[src/rtl/maxnet_input_loader_pkg.sv]
// Shared definitions for the maxnet input loader: default geometry and FSM state type.
package maxnet_input_loader_pkg;

    localparam int DATA_W  = 32;
    localparam int N_WORDS = 4;
    localparam int ADDR_W  = $clog2(N_WORDS);

    typedef enum logic [1:0] {
        ST_IDLE = 2'd0,
        ST_READ = 2'd1,
        ST_HOLD = 2'd2
    } state_t;

endpackage

[src/rtl/maxnet_input_loader_addr_counter.sv]
// Word-address up-counter with synchronous clear, count enable and terminal-count flag.
module maxnet_addr_counter #(
    parameter int WIDTH    = 2,
    parameter int TERMINAL = 3
) (
    input  logic             clk,
    input  logic             rst,
    input  logic             clr,
    input  logic             en,
    output logic [WIDTH-1:0] count,
    output logic             tc
);

    assign tc = (count == WIDTH'(TERMINAL));

    // The terminal count folds back to 0, so the address idles at 0 after a pass.
    always_ff @(posedge clk or negedge rst) begin
        if (!rst) begin
            count <= '0;
        end else if (clr) begin
            count <= '0;
        end else if (en) begin
            count <= tc ? '0 : count + 1'b1;
        end
    end

endmodule

[src/rtl/maxnet_input_loader.sv]
// Loads N_WORDS words from a combinational-read memory, counts the strictly positive ones,
// and holds the set for the downstream maxnet until it is accepted.
module maxnet_input_loader
    import maxnet_input_loader_pkg::*;
#(
    parameter int DATA_W  = maxnet_input_loader_pkg::DATA_W,
    parameter int N_WORDS = maxnet_input_loader_pkg::N_WORDS,
    localparam int ADDR_W = $clog2(N_WORDS)
) (
    input  logic                      clk,
    input  logic                      rst,
    input  logic                      start,
    output logic [ADDR_W-1:0]         mem_address,
    input  logic [DATA_W-1:0]         mem_read_data,
    output logic                      busy,
    output logic [N_WORDS*DATA_W-1:0] x_out,
    output logic [ADDR_W:0]           pos_count,
    output logic                      out_valid,
    input  logic                      out_ready
);

    state_t                         state, state_nxt;
    logic                           accept, rd, last;
    logic [ADDR_W-1:0]              addr;
    logic                           is_pos;
    logic [N_WORDS-1:0][DATA_W-1:0] word_q;

    assign accept = (state == ST_IDLE) && start;
    assign rd     = (state == ST_READ);

    maxnet_addr_counter #(
        .WIDTH    (ADDR_W),
        .TERMINAL (N_WORDS - 1)
    ) u_addr (
        .clk   (clk),
        .rst   (rst),
        .clr   (accept),
        .en    (rd),
        .count (addr),
        .tc    (last)
    );

    assign mem_address = addr;

    always_ff @(posedge clk or negedge rst) begin
        if (!rst) state <= ST_IDLE;
        else      state <= state_nxt;
    end

    // start is only looked at in IDLE, so the HOLD->IDLE edge never chains straight into READ.
    always_comb begin
        state_nxt = state;
        case (state)
            ST_IDLE: if (start)     state_nxt = ST_READ;
            ST_READ: if (last)      state_nxt = ST_HOLD;
            ST_HOLD: if (out_ready) state_nxt = ST_IDLE;
            default:                state_nxt = ST_IDLE;
        endcase
    end

    always_comb begin
        busy      = 1'b0;
        out_valid = 1'b0;
        case (state)
            ST_READ: busy = 1'b1;
            ST_HOLD: begin
                busy      = 1'b1;
                out_valid = 1'b1;
            end
            default: ;
        endcase
    end

    generate
        for (genvar i = 0; i < N_WORDS; i++) begin : g_word
            always_ff @(posedge clk or negedge rst) begin
                if (!rst)                          word_q[i] <= '0;
                else if (rd && addr == ADDR_W'(i)) word_q[i] <= mem_read_data;
            end
        end
    endgenerate

    assign x_out = word_q;

    // Strictly positive in two's complement: sign clear and not zero.
    assign is_pos = !mem_read_data[DATA_W-1] && (|mem_read_data);

    always_ff @(posedge clk or negedge rst) begin
        if (!rst)        pos_count <= '0;
        else if (accept) pos_count <= '0;
        else if (rd)     pos_count <= pos_count + (ADDR_W+1)'(is_pos);
    end

endmodule

[config.mk]
export PLATFORM = sky130hd
export DESIGN_NAME = maxnet_input_loader
export DESIGN_NICKNAME = d
export VERILOG_FILES = /design/src/rtl/maxnet_input_loader_pkg.sv /design/src/rtl/maxnet_input_loader_addr_counter.sv /design/src/rtl/maxnet_input_loader.sv
export SDC_FILE = /design/constraint.sdc
export NUM_CORES = 1
export LEC_CHECK = 0
export ABC_AREA = 1
export CAP_MARGIN = 20
export CORE_ASPECT_RATIO = 1.4
export CORE_UTILIZATION = 47
export DETAILED_ROUTE_END_ITERATION = 16
export PLACE_DENSITY = 0.86
export SETUP_SLACK_MARGIN = 0.05
export SKIP_CTS_REPAIR_TIMING = 1
export SYNTH_ARGS = -nofsm -noshare
export SYNTH_HDL_FRONTEND = slang
export SYNTH_SLANG_ARGS = --single-unit
export TNS_END_PERCENT = 10
[constraint.sdc]
create_clock -name clk -period 1.6 [get_ports clk]
set_clock_uncertainty 0.05 [all_clocks]
set_input_delay 0.32 -clock clk [delete_from_list [all_inputs] [get_ports clk]]
set_output_delay 0.32 -clock clk [all_outputs]
set_load 0.05 [all_outputs]
# After elaboration in Yosys (flattened, before gate mapping)
# Index checks and enable logic that the tools add are counted.
op_classes:
  magnitude_cmp: 0
  n_shift: 0
  n_div: 0
  mul: 0
  bitwise: 0
  n_addsub: 2
  n_reduce_logical: 13
  eq_ne: 8
  muxes: 11
ops:
  columns: ["operator", "n"]
  rows:
  - ["32-bit OR reduction", 1]
  - ["2-bit 2-to-1 mux", 6]
  - ["2-bit == test, second input constant", 3]
  - ["1-bit logical AND", 6]
  - ["3-bit 2-to-1 mux", 2]
  - ["2-bit one-hot mux with 3 select lines", 1]
  - ["2-bit by 1-bit == test with 1-bit output, second input constant", 2]
  - ["2-bit zero test", 2]
  - ["2-bit != test, second input constant", 2]
  - ["3-bit by 1-bit adder with 3-bit output", 1]
  - ["3-bit AND reduction", 1]
  - ["2-bit by 1-bit adder with 2-bit output, second input constant", 1]
  - ["1-bit 2-to-1 mux", 2]
  - ["2-bit by 1-bit != test with 1-bit output, second input constant", 1]
  - ["2-bit nonzero test", 1]
  - ["2-bit OR reduction", 1]
  - ["1-bit zero test", 1]
word_totals:
  output_inout_bits: 135
  ram_bits: 0
  regBits: 135
  inputBits: 36
  memories: 0
  latchBits: 0
  rom_bits: 0

# Depth between registers and ports, before layout
logic_depth:
  ltp_word: 5
  depth_mapped: 11

# Hierarchy
# From an unflattened synthesis, not the netlist that was laid out.
hier_totals:
  cells_unflattened: 526
  hier_area_um2: 5211.2
by_module_without_submodules:
  columns: ["module", "seq_area_each_um2", "cells_each", "area_per_inst_um2", "n_inst"]
  rows:
  - ["maxnet_input_loader", 3328.2, 514, 5109.9, 1]
  - ["maxnet_addr_counter", 50.0, 12, 101.3, 1]

# Worst setup path after synthesis
# OpenSTA, ideal clock, no wires.
synth_timing:
  path_type: "register to register"
  startpoint: "register u_addr.count[0]"
  endpoint: "register word_q, in the netlist x_out[77]"
  t_arrival_ps: 1429
  n_path_buf: 1
  synth_period_minus_slack_ps: 1604
  path_slack_ps: -4
  path_stages_with_launch: 6
  path_cell_list: "dfrtp_1 inv_1 ha_1 nand2_8 buf_6 o21ai_1"
synth_via:
  elab_chain_cells: 2
synth_lines:
  columns: ["element", "line", "text"]
  rows:
  - ["start: declaration", "maxnet_input_loader_addr_counter.sv:10", "output logic [WIDTH-1:0] count,"]
  - ["start signal: assignment", "maxnet_input_loader_addr_counter.sv:23", "count <= tc ? '0 : count + 1'b1;"]
  - ["2-bit == test", "maxnet_input_loader.sv:78", "else if (rd && addr == ADDR_W'(i)) word_q[i] <= mem_read_data;"]
  - ["1-bit logical AND", "maxnet_input_loader.sv:78", null]
  - ["end signal: indexed assignment", "maxnet_input_loader.sv:78", null]
  - ["end: declaration", "maxnet_input_loader.sv:26", "logic [N_WORDS-1:0][DATA_W-1:0] word_q;"]
# Every way passes these cells.
# A chain may end at the register's enable or synchronous reset.

# Final worst setup path
layout_timing:
  startpoint: "register state[0]"
  endpoint: "output out_valid"
layout_via:
  elab_chain_cells: 2
layout_lines:
  columns: ["element", "line", "text"]
  rows:
  - ["start: declaration", "maxnet_input_loader.sv:22", "state_t state, state_nxt;"]
  - ["start signal: assignment", "maxnet_input_loader.sv:47", "else state <= state_nxt;"]
  - ["2-bit == test", "maxnet_input_loader.sv:64", "case (state)"]
  - ["1-bit 2-to-1 mux", "maxnet_input_loader.sv:64", null]
  - ["end: declaration", "maxnet_input_loader.sv:18", "output logic out_valid,"]
# Every way passes these cells.

==> run_summary.xml <==
<?xml version="1.0" encoding="UTF-8"?>
<metrics>
  <group name="outcome">
    <metric name="status" unit="">complete, but fails checks</metric>
    <metric name="violated_checks" unit="">negative setup slack</metric>
  </group>
  <group name="sta">
    <metric name="drv_slew" unit="">0</metric>
    <metric name="max_freq" unit="MHz">598</metric>
    <metric name="report.final.setup_viol" unit="">43</metric>
    <metric name="max_slew.worst_pin.slew" unit="ns">0.480</metric>
    <metric name="post-route-period-util" unit="">1.05</metric>
    <metric name="finalCriticalPeriod" unit="ns">1.67</metric>
    <metric name="finalWorstSetupSlack" unit="ns">-0.0723</metric>
    <metric name="finalHoldViolCount" unit="">0</metric>
    <metric name="relative_slew_slack" unit="">0.680</metric>
    <metric name="unrepaired_setup_endpoints_after_global_routing" unit="">true</metric>
    <metric name="fin_setup_tns" unit="ns">-0.788</metric>
  </group>
  <group name="logic_synthesis">
    <metric name="synth_cell_type_count" unit="">17</metric>
    <metric name="synth_area" unit="mm²">0.00580</metric>
    <metric name="postSynthAreaPerCell" unit="µm²">11.0</metric>
    <metric name="synth_top_cell_by_area" unit="">sky130_fd_sc_hd__dfrtp_1</metric>
    <metric name="synth-seq-cells" unit="">135</metric>
    <metric name="yosysWarningCount" unit="">0</metric>
    <metric name="postSynthNetCount" unit="">571</metric>
    <metric name="synth_sequential_area_ratio" unit="">0.582</metric>
    <metric name="synth.top_cells.by_area" unit="">sky130_fd_sc_hd__dfrtp_1, sky130_fd_sc_hd__o21ai_2, sky130_fd_sc_hd__nand2_1</metric>
    <metric name="post_synth_top_area_share" unit="">0.582</metric>
    <metric name="synth_cells" unit="">525</metric>
  </group>
  <group name="worst_setup_path">
    <metric name="worst-path-max-fanout" unit="">4</metric>
    <metric name="critical_path_class" unit="">reg2out</metric>
    <metric name="worst_path_largest_cell_delay" unit="ns">0.40</metric>
    <metric name="crit_path_cell_trace" unit="">inv_2 -&gt; ha_1 -&gt; buf_12</metric>
    <metric name="worstSetupEndpointType" unit="">output pin</metric>
    <metric name="path_buf_inv" unit="">2</metric>
    <metric name="worst_setup_path_start_kind" unit="">flop</metric>
    <metric name="cp_data_arrival_time" unit="ns">1.30</metric>
    <metric name="slowest_stage_cell_on_the_critical_path" unit="">sky130_fd_sc_hd__dfrtp_1</metric>
    <metric name="cp_top_family" unit="">flip-flops</metric>
    <metric name="required" unit="ns">1.23</metric>
  </group>
  <group name="clocking">
    <metric name="worstSkewPairLatency" unit="ns">0.41</metric>
    <metric name="clock_tree_from_tritoncts" unit="">done</metric>
    <metric name="ctsRootBufferMaster" unit="">sky130_fd_sc_hd__clkbuf_16</metric>
    <metric name="ctsHtreeMaxLevel" unit="">4</metric>
    <metric name="number_of_clock_sinks_seen_by_cts" unit="">135</metric>
    <metric name="clockBufferDepth" unit="">2</metric>
    <metric name="cts.reportedPaths.clkPinSlew" unit="ns">0.06</metric>
    <metric name="cts_made_buffers" unit="">17</metric>
  </group>
  <group name="global_routing">
    <metric name="grt_remaining_overflow" unit="">0</metric>
    <metric name="track_usage" unit="">0.273</metric>
    <metric name="pin_count_of_the_biggest_net_entering_global_routing" unit="">65</metric>
    <metric name="grt_antenna_before_repair" unit="">0</metric>
    <metric name="via_count_of_the_first_global_routing_pass" unit="">4803</metric>
    <metric name="grt_pass1_wl" unit="mm">25.6</metric>
  </group>
  <group name="drt">
    <metric name="drc" unit="">0</metric>
    <metric name="vias_per_cell" unit="">5.36</metric>
    <metric name="routedWlPerCell" unit="µm">20.2</metric>
    <metric name="drt.antenna.violating_nets" unit="">0</metric>
    <metric name="vias_after_detailed_routing" unit="">4719</metric>
    <metric name="initialDrtViolationCount" unit="">191</metric>
    <metric name="drt_pre_antenna_iters" unit="">4</metric>
    <metric name="wire_length_reported_by_the_detailed_router" unit="mm">17.8</metric>
  </group>
  <group name="hold_path">
    <metric name="hold_class" unit="">in2reg</metric>
  </group>
  <group name="placed_design">
    <metric name="port_buffers" unit="">170</metric>
    <metric name="place_hpwl" unit="mm">11.7</metric>
    <metric name="dpl_worst_slack" unit="ns">-0.548</metric>
    <metric name="gp_routability_congestion" unit="">0.791</metric>
  </group>
  <group name="final_layout">
    <metric name="final.fill_count" unit="">606</metric>
    <metric name="layout_common_cells" unit="">sky130_fd_sc_hd__buf_12, sky130_fd_sc_hd__nand2_1, sky130_fd_sc_hd__dfrtp_1, sky130_fd_sc_hd__o21ai_2, sky130_fd_sc_hd__inv_1</metric>
    <metric name="layout.nets" unit="">766</metric>
    <metric name="layout_commonest_cell" unit="">sky130_fd_sc_hd__buf_12</metric>
    <metric name="area.growth.synth_to_final" unit="%">70.1</metric>
    <metric name="share_of_cells_above_drive_strength_1" unit="">0.450</metric>
  </group>
  <group name="floorplanning">
    <metric name="io-pin-count" unit="">171</metric>
    <metric name="die_area" unit="mm²">0.0128</metric>
    <metric name="die_height" unit="µm">133</metric>
    <metric name="start_util" unit="">0.486</metric>
    <metric name="core_region_area" unit="mm²">0.0119</metric>
    <metric name="width_of_the_die" unit="µm">95.9</metric>
    <metric name="floorplan.rows" unit="">47</metric>
  </group>
  <group name="flow_run">
    <metric name="cap_viol_max_count" unit="">0</metric>
  </group>
</metrics>
-- flip-flops by register name, indices dropped and copies added (netlist names) --
register / count
pos_count: 3
x_out: 128
u_addr.count: 2
state: 2
-- path summary, 6_finish.rpt --
check	from	to	cells after the start	slack [ns]
worst min-delay path	mem_read_data[17]	x_out[17]	3	0.25
min in group asynchronous	rst	x_out[113]	2	0.37
max in group asynchronous	rst	pos_count[1]	3	0.60
worst min register to register	x_out[11]	x_out[11]	2	0.49
worst max-delay path	state[0]	out_valid	3	-0.07
worst max register to register	state[1]	x_out[90]	7	-0.05
-- cells by family (layout without fill, tap and decap cells) --
kind of cell               count (synthesis)  after routing  share of synthesized area
and+or+nand+nor                          177            181                      0.126
DFF                                      135            135                      0.582
adders and majority gates                 10             10                     0.0216
AOI/OAI and AO/OA                        137            137                      0.192
other                                      0              1                          0
buffers and inverters                     66            270                     0.0772
-- metal layers --
metal | vias to the layer above | wire, µm | part of all wire | GRT usage
li1 | 2091 | - | - | -
met1 | 2415 | 6270 | 0.35 | 0.294
met2 | 174 | 9960 | 0.56 | 0.492
met3 | 39 | 1020 | 0.057 | 0.0811
met4 | 0 | 537 | 0.030 | 0.0995
met5 | - | 0 | 0 | 0
-- tightest hold or removal path, stage by stage --
cell and delay (ns):
sky130_fd_sc_hd__dlymetal6s2s_1 0.10, sky130_fd_sc_hd__inv_1 0.12, sky130_fd_sc_hd__o21ai_2 0.14
-- synthesized netlist by cell type --
cell                       count
sky130_fd_sc_hd__nand2_2       1
sky130_fd_sc_hd__nand2_1     142
sky130_fd_sc_hd__o21ai_2     112
sky130_fd_sc_hd__o21ai_1      17
sky130_fd_sc_hd__a211oi_1      1
sky130_fd_sc_hd__o211ai_2      1
sky130_fd_sc_hd__dfrtp_1     135
sky130_fd_sc_hd__buf_8         1
sky130_fd_sc_hd__inv_1        41
sky130_fd_sc_hd__nand2_8       4
sky130_fd_sc_hd__buf_12        1
sky130_fd_sc_hd__nand3_1       1
sky130_fd_sc_hd__a21oi_1       3
sky130_fd_sc_hd__buf_6        23
sky130_fd_sc_hd__ha_1         10
sky130_fd_sc_hd__o21ai_0       3
sky130_fd_sc_hd__nor2_1       29
-- area by class of cell --
type / count / area, µm² / share of cell area
diodes: 1 / 2.50 / 0.000254
clock buffers: 21 / 450 / 0.0457
clock inverters: 11 / 173 / 0.0175
inverters: 41 / 154 / 0.0156
multi-input cells: 328 / 2090 / 0.212
flip-flops and latches: 135 / 3380 / 0.343
well taps: 147 / 184 / 0.0186
repair buffers: 197 / 3430 / 0.348
-- metrics by stage --
stage | instances | cell area [µm²] | util | hold WS, ns
3_5_place_dp | 843 | 9030 | 0.756 | 0.239
6_report | 881 | 9870 | 0.826 | 0.251
2_1_floorplan | 525 | 5800 | - | -0.0256
5_1_grt | 880 | 9860 | 0.826 | 0.260
3_3_place_gp | 843 | 9030 | 0.756 | 0.234
4_1_cts | 875 | 9650 | 0.809 | -0.198
Power is left out: the tool's default activity adds up to more than one toggle a clock period on the data nets, which glitch-free logic cannot reach.
